===== src/rtl/gl6_video_pkg.sv =====
// gl6_video_pkg: shared types for the gl6 video stream blocks
package gl6_video_pkg;
   typedef enum logic {IDLE, GRANT} arb_state_t;
   typedef logic ch_id_t;
   localparam int NUM_CH = 2;
endpackage


===== src/rtl/gl6_line_counter.sv =====
// gl6_line_counter: counts end-of-line handshakes within a frame, flags the final line
module gl6_line_counter #(
   parameter int LINES = 480
) (
   input  logic clk,
   input  logic rst,
   input  logic en,
   input  logic clr,
   output logic [$clog2(LINES+1)-1:0] cnt,
   output logic last_hit
);
   localparam int LC_W = $clog2(LINES + 1);
   assign last_hit = cnt == LC_W'(LINES - 1);
   always_ff @(posedge clk)
      if (rst || clr) cnt <= '0;
      else if (en) cnt <= last_hit ? '0 : cnt + LC_W'(1);
endmodule


===== src/rtl/gl6_frame_arbiter.sv =====
// gl6_frame_arbiter: frame-granular round-robin share of one downscaler input between two sources
module gl6_frame_arbiter
   import gl6_video_pkg::*;
#(
   parameter int D_WIDTH = 8,
   parameter int LINES   = 480
) (
   input  logic               clk,
   input  logic               rst,
   input  logic [D_WIDTH-1:0] ch0_data,
   input  logic               ch0_valid,
   input  logic               ch0_tlast,
   input  logic               ch0_tuser,
   output logic               ch0_ready,
   input  logic [D_WIDTH-1:0] ch1_data,
   input  logic               ch1_valid,
   input  logic               ch1_tlast,
   input  logic               ch1_tuser,
   output logic               ch1_ready,
   output logic [D_WIDTH-1:0] down_data,
   output logic               down_valid,
   output logic               down_tlast,
   output logic               down_tuser,
   input  logic               down_ready,
   output logic               gnt_active,
   output logic               gnt_id,
   output logic               frame_done,
   output logic               frame_err,
   output logic [NUM_CH-1:0]  drop
);
   localparam int LC_W = $clog2(LINES + 1);
   arb_state_t state;
   ch_id_t last_gnt, pick;
   logic started, grant, own_valid, own_tuser, own_tlast, abort, hs, own_rdy;
   logic req0, req1, new_grant, last_hit, frame_end;
   logic [LC_W-1:0] line_cnt;
   assign gnt_active = state == GRANT;
   always_comb begin
      grant      = state == GRANT;
      own_valid  = gnt_id ? ch1_valid : ch0_valid;
      own_tuser  = gnt_id ? ch1_tuser : ch0_tuser;
      own_tlast  = gnt_id ? ch1_tlast : ch0_tlast;
      // a second SOF once the frame is under way is held back for re-arbitration
      abort      = grant & (started | line_cnt != '0) & own_valid & own_tuser;
      down_valid = grant & own_valid & ~abort;
      down_data  = gnt_id ? ch1_data : ch0_data;
      down_tlast = own_tlast;
      down_tuser = own_tuser;
      hs         = down_valid & down_ready;
      own_rdy    = grant & down_ready & ~abort;
      ch0_ready  = grant ? own_rdy & ~gnt_id : ch0_valid & ~ch0_tuser;
      ch1_ready  = grant ? own_rdy & gnt_id : ch1_valid & ~ch1_tuser;
      req0       = ~grant & ch0_valid & ch0_tuser;
      req1       = ~grant & ch1_valid & ch1_tuser;
      pick       = req1 & (~req0 | last_gnt == 1'b0);
      new_grant  = req0 | req1;
      frame_end  = hs & own_tlast & last_hit;
   end
   gl6_line_counter #(.LINES(LINES)) u_line_cnt (
      .clk     (clk),
      .rst     (rst),
      .en      (hs & own_tlast),
      .clr     (new_grant | abort),
      .cnt     (line_cnt),
      .last_hit(last_hit)
   );
   always_ff @(posedge clk)
      if (rst) begin
         state      <= IDLE;
         gnt_id     <= 1'b0;
         last_gnt   <= 1'b1;
         started    <= 1'b0;
         frame_done <= 1'b0;
         frame_err  <= 1'b0;
         drop       <= '0;
      end else begin
         frame_done <= frame_end;
         frame_err  <= abort;
         drop       <= grant ? '0 : {ch1_valid & ~ch1_tuser, ch0_valid & ~ch0_tuser};
         if (new_grant) begin
            state    <= GRANT;
            gnt_id   <= pick;
            last_gnt <= pick;
            started  <= 1'b0;
         end else if (abort || frame_end) state <= IDLE;
         else if (hs) started <= 1'b1;
      end
endmodule


===== config.mk =====
export PLATFORM = sky130hd
export DESIGN_NAME = gl6_frame_arbiter
export DESIGN_NICKNAME = d
export VERILOG_FILES = /design/src/rtl/gl6_video_pkg.sv /design/src/rtl/gl6_line_counter.sv /design/src/rtl/gl6_frame_arbiter.sv
export SDC_FILE = /design/constraint.sdc
export NUM_CORES = 1
export LEC_CHECK = 0
export CAP_MARGIN = 5
export CORE_ASPECT_RATIO = 0.5
export CORE_MARGIN = 4
export CORE_UTILIZATION = 24
export DETAILED_ROUTE_END_ITERATION = 12
export GPL_ROUTABILITY_DRIVEN = 0
export GPL_TIMING_DRIVEN = 0
export PLACE_DENSITY = 0.63
export SLEW_MARGIN = 10
export SYNTH_ARGS = -nofsm -noshare
export SYNTH_HDL_FRONTEND = slang
export SYNTH_HIERARCHICAL = 1
export SYNTH_SLANG_ARGS = --single-unit
export TNS_END_PERCENT = 50

===== constraint.sdc =====
create_clock -name clk -period 6 [get_ports clk]
set_input_delay 0.6 -clock clk [delete_from_list [all_inputs] [get_ports clk]]
set_output_delay 0.6 -clock clk [all_outputs]
set_load 0.05 [all_outputs]

==> out/metrics.yaml, run 1 <==
path_cells: "or4_4 > o41ai_4 > o21ai_0 > o22ai_1 > clkdlybuf4s50_1"
postSynthCellCount: 111
cts_made_buffers: 3
placed_cells: 205
timing.hold.ws_ps: 452.1
tightest_slew_ps: 584.0
synth_seq_cells: 17
synthesis.area_um2: 968.4
cts-root-buf: "clkbuf_8"
clk_latency_ps: 250
synth_top_family_by_area: "simple AND/OR/NAND/NOR gates"
die_w_um: 97.84
muxShareOfSynthArea_pct: 13.82
wl_um: 2417
crit_fanout: 7
irDropWorstVdd_mv: 0.06890
wl_per_cell_um: 11.56
drive_above_1_share_pct: 13.29
critical_path_class: "flip-flop to output pin"
crit_cells: 5
p_leak_nw: 0.5310
vias_per_cell: 4.493
ant_nets: 0
min_path_type: "flip-flop to flip-flop"
grt.total_usage_pct: 10.12
ys_seq_area_share_pct: 35.14
synth_cell_types: 34
wl_met3_um: 83
crit_slowest_cell: "clkdlybuf4s50_1"
post-route-min-period_ps: 3369
cts_resized: 0
start_util_pct: 26.60
r2r_cells: 8
port_buffers: 43
grt_first_pass_wirelength_um: 4278
mostFrequentLayoutCells: "clkdlybuf4s50_1 (43), dfxtp_1 (17), mux2_2 (11), nand2_1 (11), nor2_1 (11)"
cts_buffer_depth: 2
tns_ps: 0
crit_buf_inv: 1
dp_hpwl_um: 2030
grt_pass1_vias: 945
rsz0062_at_grt: "no"
first_pass_iters: 4
timing.final.crit_share_pct: 56.15
holdPathStages: 2
syn_nets: 137
antenna_found_initial: 0
area_growth_pct: 55.69
layout.nets: 185
fp.dieH_um: 52.92
rows: 15
setup_viol: 0
yosysWarnings: 6
status: "completed"
wl_met2_um: 1212
top_layer: "met4"
wl_met1_um: 1094
diodes: 0
crit_family: "buffers and inverters"
grt_overflow: 0
drv_slew: 0
vias: 939
critical_path.startpoint_type: "flip-flop"
required_ps: 5400
cp.arrival_ps: 2770
stdcell_count: 209
fmax_mhz: 296.8
cts_hold_buf: 0
synthAdderAreaFrac_pct: 1.292
cts_setup_buffers: 0
clock-sinks: 17
synthSimpleGateAreaFrac_pct: 29.84
cap_violations: 0
slowest_delay_ps: 830
p_per_area_nw_per_um2: 202.2
synth_xor_area_share_pct: 3.618
clk_pin_slew_ps: 60
slew_headroom_pct: 60.74
endpoint_kind: "output pin"
synth_compound_area_share_pct: 13.44
drc_errors: 0
layout_commonest_cell: "clkdlybuf4s50_1"
core_area_um2: 3641
grt_max_degree: 11
p_total_w: 0.0003048
drtIter0Drc: 8
die_area_um2: 5177
clock_skew_ps: 3.301
cts_tree: "done"
syn_area_per_cell_um2: 8.725
num_io_pins: 44
final-hold-violation-count: 0
h-tree-depth: 1
-- path summary, 6_finish.rpt --
| kind | start | endpoint | slack [ps] |
|---|---|---|---|
| setup / recovery | u_line_cnt/cnt[4] | ch0_ready | 2630 |
| hold / removal | started | started | 450 |
| setup reg to reg | u_line_cnt/cnt[4] | u_line_cnt/cnt[3] | 3260 |
| hold reg to reg | started | started | 450 |
-- final cells by class --
| type | count | area, um^2 |
|---|---|---|
| inverter | 2 | 7.507 |
| tap | 51 | 63.81 |
| clock buffer | 4 | 45.04 |
| fill | 371 | 2133 |
| multi-input combinational | 88 | 600.6 |
| sequential | 17 | 340.3 |
| buffer | 4 | 20.02 |
| timing repair buffer | 43 | 430.4 |
-- sequential cells by signal, indices dropped and copies added, names as in the netlist --
signal          cells
drop                2
frame_done          1
frame_err           1
gnt_active          1
gnt_id              1
last_gnt            1
started             1
u_line_cnt/cnt      9
-- cells by family (layout without fill, tap and decap cells) --
family | count (synthesis) | count (layout)
flip-flops | 17 | 17
XOR/XNOR | 4 | 4
AO/OA/AOI/OAI | 18 | 18
adder cells (fa/ha/maj) | 1 | 1
AND/OR/NAND/NOR | 53 | 53
buffers and inverters | 6 | 53
multiplexers | 12 | 12
-- where the power goes --
| group | leakage [nW] | internal [W] | switching [W] |
|---|---|---|---|
| sequential | 0.138 | 0.000116 | 0.00000219 |
| combinational | 0.370 | 0.0000442 | 0.0000582 |
| clock | 0.0228 | 0.0000471 | 0.0000373 |
-- per-stage QoR --
step | instance area (um^2) | util (%) | setup WS (ps)
global placement | 1463 | 40.17 | 2753
finish | 1508 | 41.41 | 2631
CTS | 1508 | 41.41 | 2628
global route | 1508 | 41.41 | 2499
detailed placement | 1463 | 40.17 | 2778
floorplan | 968.4 | - | 3127
-- worst reg2reg max path: stages, from the launching register on --
cell     delay (ps)
dfxtp_1         380
or4_4           570
o41ai_4         370
or2b_1          280
nor2b_1         110
buf_4           160
nand4_1         120
o31ai_1         530
nor2_1          100
-- synthesized netlist by cell type (all sizes together) --
master	n	share of area, %
dfxtp	17	35
mux2	11	13
nand2	11	4.3
nor2	11	4.3
nand3	6	3.6
o21ai	6	3.1
a21oi	4	2.1
nand2b	4	2.6
nor3	4	2.1
or4	4	3.5
nor2b	3	1.9
and3b	2	1.8
buf	2	1.3
clkbuf	2	0.78
inv	2	0.78
nand4	2	1.3
o22ai	2	1.3
o31ai	2	1.5
or2	2	1.3
xnor2	2	1.8
xor2	2	1.8
a311oi	1	0.90
a31oi	1	0.65
a41o	1	1.0
and4	1	0.90
ha	1	1.3
mux2i	1	1.0
o41ai	1	2.8
or2b	1	0.78
or3	1	0.65
or3b	1	0.90
-- metal layers --
| metal | global-route usage, % | vias up |
|---|---|---|
| met5 | 0 | - |
| met4 | 2.759 | 0 |
| met3 | 1.974 | 4 |
| met2 | 19.37 | 17 |
| met1 | 11.76 | 423 |
| li1 | - | 495 |
Power figures use the tool's default switching activity.
==> inputs of run 2 (changes only) <==
==> constraint.sdc (replaced) <==
create_clock -name clk -period 3.1 [get_ports clk]
set_input_delay 0.31 -clock clk [delete_from_list [all_inputs] [get_ports clk]]
set_output_delay 0.31 -clock clk [all_outputs]
set_load 0.05 [all_outputs]
==> out/metrics.yaml, run 2 (synthesis results as in run 1) <==
status: "completed"
dp_hpwl_um: 2030  # unchanged
largest_register: "u_line_cnt/cnt"
h-tree-depth: 1  # unchanged
fp.dieH_um: 52.92  # unchanged
hold_path.startpoint: "started"
tightest_slew_ps: 584.9  # +0.9727 ps
critical_path.startpoint_type: "flip-flop"
post-route-min-period_ps: 2877
vias: 944  # +0.53%
wl_per_cell_um: 11.58  # +0.17%
drc_errors: 0  # unchanged
clk_latency_ps: 250  # about the same
rsz0062_at_grt: "no"
drive_above_1_share_pct: 13.29  # unchanged
layout_commonest_cell: "clkdlybuf4s50_1"
final-hold-violation-count: 0  # unchanged
tns_ps: 0  # unchanged
crit_slowest_cell: "clkdlybuf4s50_1"
clock-sinks: 17  # unchanged
p_per_area_nw_per_um2: 389.8  # +93%
reg2reg_from: "u_line_cnt/cnt[4]"
crit_path_start: "u_line_cnt/cnt[4]"
wl_um: 2421  # +0.17%
biggestRegsByFlops: "u_line_cnt/cnt: 9 flops, drop: 2 flops"
clock_skew_ps: 3.313  # +0.01138 ps
grt_pass1_vias: 945  # unchanged
required_ps: 2790  # -2610 ps
p_leak_nw: 0.5594  # +5.3%
grt_first_pass_wirelength_um: 4278  # unchanged
drtIter0Drc: 8  # unchanged
cts_tree: "done"
area_growth_pct: 56.20
endpoint_kind: "output pin"
die_w_um: 97.84  # unchanged
min_path_type: "flip-flop to flip-flop"
grt_overflow: 0  # unchanged
largest_register_ff_count: 9  # unchanged
fin_util_pct: 41.55  # +0.14 points
cp.arrival_ps: 2570  # -200 ps
core_area_um2: 3641  # unchanged
setup_viol: 0  # unchanged
die_area_um2: 5177  # unchanged
antenna_found_initial: 0  # unchanged
rows: 15  # unchanged
cts_hold_buf: 0  # unchanged
port_buffers: 43  # unchanged
path_cells: "or4_4 > o41ai_4 > nor2b_1 > clkdlybuf4s50_1"
multiInputGateArea_um2: 600.6  # unchanged
slew_headroom_pct: 60.67  # -0.065 points
first_pass_iters: 4  # unchanged
cts_buffer_depth: 2  # unchanged
grt_max_degree: 11  # unchanged
mostFrequentLayoutCells: "clkdlybuf4s50_1 (41), dfxtp_1 (17), mux2_2 (11), nand2_1 (11), nor2_1 (11)"
fmax_mhz: 347.6
slowest_delay_ps: 810  # -20 ps
cts-root-buf: "clkbuf_8"
crit_fanout: 7  # unchanged
cts_made_buffers: 3  # unchanged
cap_violations: 0  # unchanged
diodes: 0  # unchanged
cts_setup_buffers: 0  # unchanged
vias_per_cell: 4.517  # +0.53%
grt.total_usage_pct: 10.12  # unchanged
critical_path_class: "flip-flop to output pin"
drv_slew: 0  # unchanged
ant_nets: 0  # unchanged
timing.final.crit_share_pct: 92.79
clk_pin_slew_ps: 60  # about the same
cts_resized: 0  # unchanged
num_io_pins: 44  # unchanged
start_util_pct: 26.60  # unchanged
seq_area_um2: 340.3  # unchanged
irDropWorstVdd_mv: 0.1333  # +94%
nFillCells: 373  # +0.54%
layout.nets: 185  # unchanged
run 2: cell types whose count changed in the layout (fill, tap and decap cells not counted), sizes merged:
| cell | before | now |
|---|---|---|
| clkdlybuf4s50 | 43 | 41 |
| dlymetal6s2s | 0 | 2 |
run 2: final cells by class:
class                   count  area share, %
flip-flops and latches     17          22.50
multi-input cells          88          39.70
clock buffers               4          2.978
repair buffers             43          28.78
inverters                   2         0.4963
plain buffers               4          1.323
well taps                  51          4.218
run 2: path summary, 6_finish.rpt:
kind | to | slack, ps | cells after the start
max | down_valid | 220 | 4
min reg2reg | started | 450 | 2
max reg2reg | u_line_cnt/cnt[3] | 360 | 8
min | started | 450 | 2
run 2: routing by layer:
metal | global-route usage (%) | part of all wire, %
met1 | 11.76 | 45
met2 | 19.37 | 51
met3 | 1.974 | 3.2
met4 | 2.759 | 1.0
met5 | 0 | 0
run 2: through the flow:
step           instances  hold slack [ps]   power, W  setup WS, ps  cell area (um^2)
6_report             209            452.1  0.0005896         223.4              1513
5_1_grt              209            482.8  0.0006175         136.1              1513
4_1_cts              209            458.3  0.0005970         18.21              1508
3_5_place_dp         205            442.8  0.0004325         312.9              1463
3_3_place_gp         205            446.9  0.0004316         277.9              1463
2_1_floorplan        111            417.1  0.0003553         501.3             968.4
run 2: power breakdown:
part           internal [W]  switching [W]
Combinational     0.0000853       0.000113
Clock             0.0000911      0.0000721
Sequential         0.000224     0.00000423
Total              0.000401       0.000189
run 2: worst max-delay path, delay by kind of cell, from the launching register on:
family	cells	cell delay, ps
buffers and inverters	1	810
AND/OR/NAND/NOR	2	760
flip-flops	1	380
AO/OA/AOI/OAI	1	370
==> inputs of run 3 (changes only) <==
--- a/config.mk
+++ b/config.mk
@@ -9,6 +9,7 @@
 export CORE_ASPECT_RATIO = 0.5
 export CORE_MARGIN = 4
 export CORE_UTILIZATION = 24
+export CTS_CLUSTER_SIZE = 10
 export DETAILED_ROUTE_END_ITERATION = 12
 export GPL_ROUTABILITY_DRIVEN = 0
 export GPL_TIMING_DRIVEN = 0
==> results of run 3 <==
No change in the layout: final DEF, timing and power equal those of run 2.
==> RTL edit: new RTL, flow settings as in run 3 <==
The parameter `D_WIDTH` goes from 8 to 9.
--- a/src/rtl/gl6_frame_arbiter.sv
+++ b/src/rtl/gl6_frame_arbiter.sv
@@ -2,7 +2,7 @@
 module gl6_frame_arbiter
    import gl6_video_pkg::*;
 #(
-   parameter int D_WIDTH = 8,
+   parameter int D_WIDTH = 9,
    parameter int LINES   = 480
 ) (
    input  logic               clk,
Ports: changed (resized ch0_data, ch1_data and down_data); port bits go from 44 to 47. The function was not compared with the original's and may differ.
==> RTL edit against run 3 <==
  * Core utilization fell by 1.8 points
  * Sequential cell count unchanged
  * Final area increased by 3.0%
  * Routed wire length is 0.33% higher
  * Clock skew shrank 0.0020 ns
  * Critical endpoint unchanged
  * Critical path depth stayed put
  * Setup slack about the same
  * Power rose by 1.9%
  * Count of clock-buffer cells in the layout unchanged
  * Area after synthesis grew 1.2%
  * Critical path type unchanged
  * Cell count rose by 3.3%
==> RTL edit: results (changes against run 3) <==
global_routing:
  grt_usage_pct: 9.79  # -0.33 points
  antenna_found_initial: 0  # unchanged
  grt_pass1_wl_um: 4130  # -3.6%
power:
  peakVddDrop_v: 0.000150  # +13%
  p_leak_nw: 0.575  # +2.7%
  swShare_pct: 32.4  # +0.37 points
setup_path:
  r2r_slack_ns: 0.39  # +0.03 ns
route:
  viasPerCell: 4.57  # +1.3%
  num_vias: 988  # +4.7%
  drt-initial-drc-count: 26  # +18
  wire_per_inst_um: 11.2  # -2.9%
layout:
  n_fill_cell: 407  # +9.1%
  drive_above_1_share_pct: 13.6  # +0.29 points
  nNetsFinal: 191  # +3.2%
  final_util_pct: 39.7  # -1.8 points
yosys:
  synthTopCellsByArea: "dfxtp_1 (35%), mux2_2 (14%), nand2_1 (4.2%)"
  syn-num-nets: 140  # +2.2%
  yosysSeqAreaShare_pct: 34.7  # -0.40 points
  synthTopCellsByCount: "dfxtp_1 (17), mux2_2 (12), nand2_1 (11), nor2_1 (11), o21ai_0 (6)"
  synth_cells: 112  # +0.90%
placed_design:
  dp_cells: 212  # +3.4%
  portBuffers: 46  # +7.0%
  hpwlAfterDp_um: 2020  # -0.42%
  placed_area_mm2: 0.00151  # +3.1%
timing:
  skew_ns: 0.00128  # -0.00203 ns
  finalCritPeriodShare_pct: 92.8  # about the same
clock_network:
  cts.clk_slew.worst_paths_ns: 0.06  # about the same
status:
  status: "finished, final reports clean"
RTL edit: logic make-up after synthesis:
group	Yosys count	synth area share (%)
AOI/OAI and AO/OA	18	13.3
xor gates and xnor gates	4	3.58
adders and majority gates	1	1.28
buffers and inverters	6	2.81
DFF	17	34.7
muxes	13	14.8
and+or+nand+nor	53	29.5
RTL edit: power by group through the flow:
stage | registers (mW) | clock network, mW | logic, mW
after detailed placement | 0.234 | 0 | 0.209
after floorplan | 0.246 | 0 | 0.115
final | 0.229 | 0.164 | 0.207
after global routing | 0.229 | 0.177 | 0.221
after global placement | 0.234 | 0 | 0.208
after CTS | 0.229 | 0.172 | 0.210
RTL edit: metal layers:
layer	up-vias	part of all wire, %	GRT usage (%)	wire (µm)
met2	38	45	17.4	1090
met3	6	9.0	3.42	219
met5	-	0	0	0
met4	0	2.1	5.44	51
li1	505	-	-	-
met1	439	44	10.4	1070
RTL edit: cell type report:
type	count	share of cell area (%)
well taps	54	4.34
repair buffers	46	29.9
multi-input cells	89	39.3
flip-flops and latches	17	21.8
clock buffers	4	2.89
plain buffers	4	1.29
inverters	2	0.482
RTL edit: critical path, stage by stage (launching register included):
cell	delay [ns]
dfxtp_1	0.38
or4_4	0.57
o41ai_4	0.36
nor2b_1	0.19
clkdlybuf4s50_1	0.81
RTL edit: worst max path at each step:
| stage | start | end | slack [ns] | cells past startpoint |
|---|---|---|---|---|
| after floorplan | gnt_id$_SDFFE_PP0P_ | u_line_cnt/cnt[7]$_SDFFE_PP0P_ | 0.49 | 8 |
| after global placement | u_line_cnt/cnt[4]$_SDFFE_PP0P_ | ch0_ready | 0.32 | 5 |
| after detailed placement | u_line_cnt/cnt[4]$_SDFFE_PP0P_ | ch0_ready | 0.31 | 5 |
| after CTS | u_line_cnt/cnt[4]$_SDFFE_PP0P_ | ch0_ready | 0.02 | 5 |
| after global routing | u_line_cnt/cnt[4]$_SDFFE_PP0P_ | down_valid | 0.10 | 4 |
| final | u_line_cnt/cnt[4]$_SDFFE_PP0P_ | down_valid | 0.22 | 4 |
RTL edit: stage by stage:
step / hold slack (ns) / setup slack [ns]
2_1_floorplan: 0.417 / 0.491
3_3_place_gp: 0.445 / 0.316
3_5_place_dp: 0.455 / 0.308
4_1_cts: 0.471 / 0.0242
5_1_grt: 0.505 / 0.104
6_report: 0.462 / 0.223
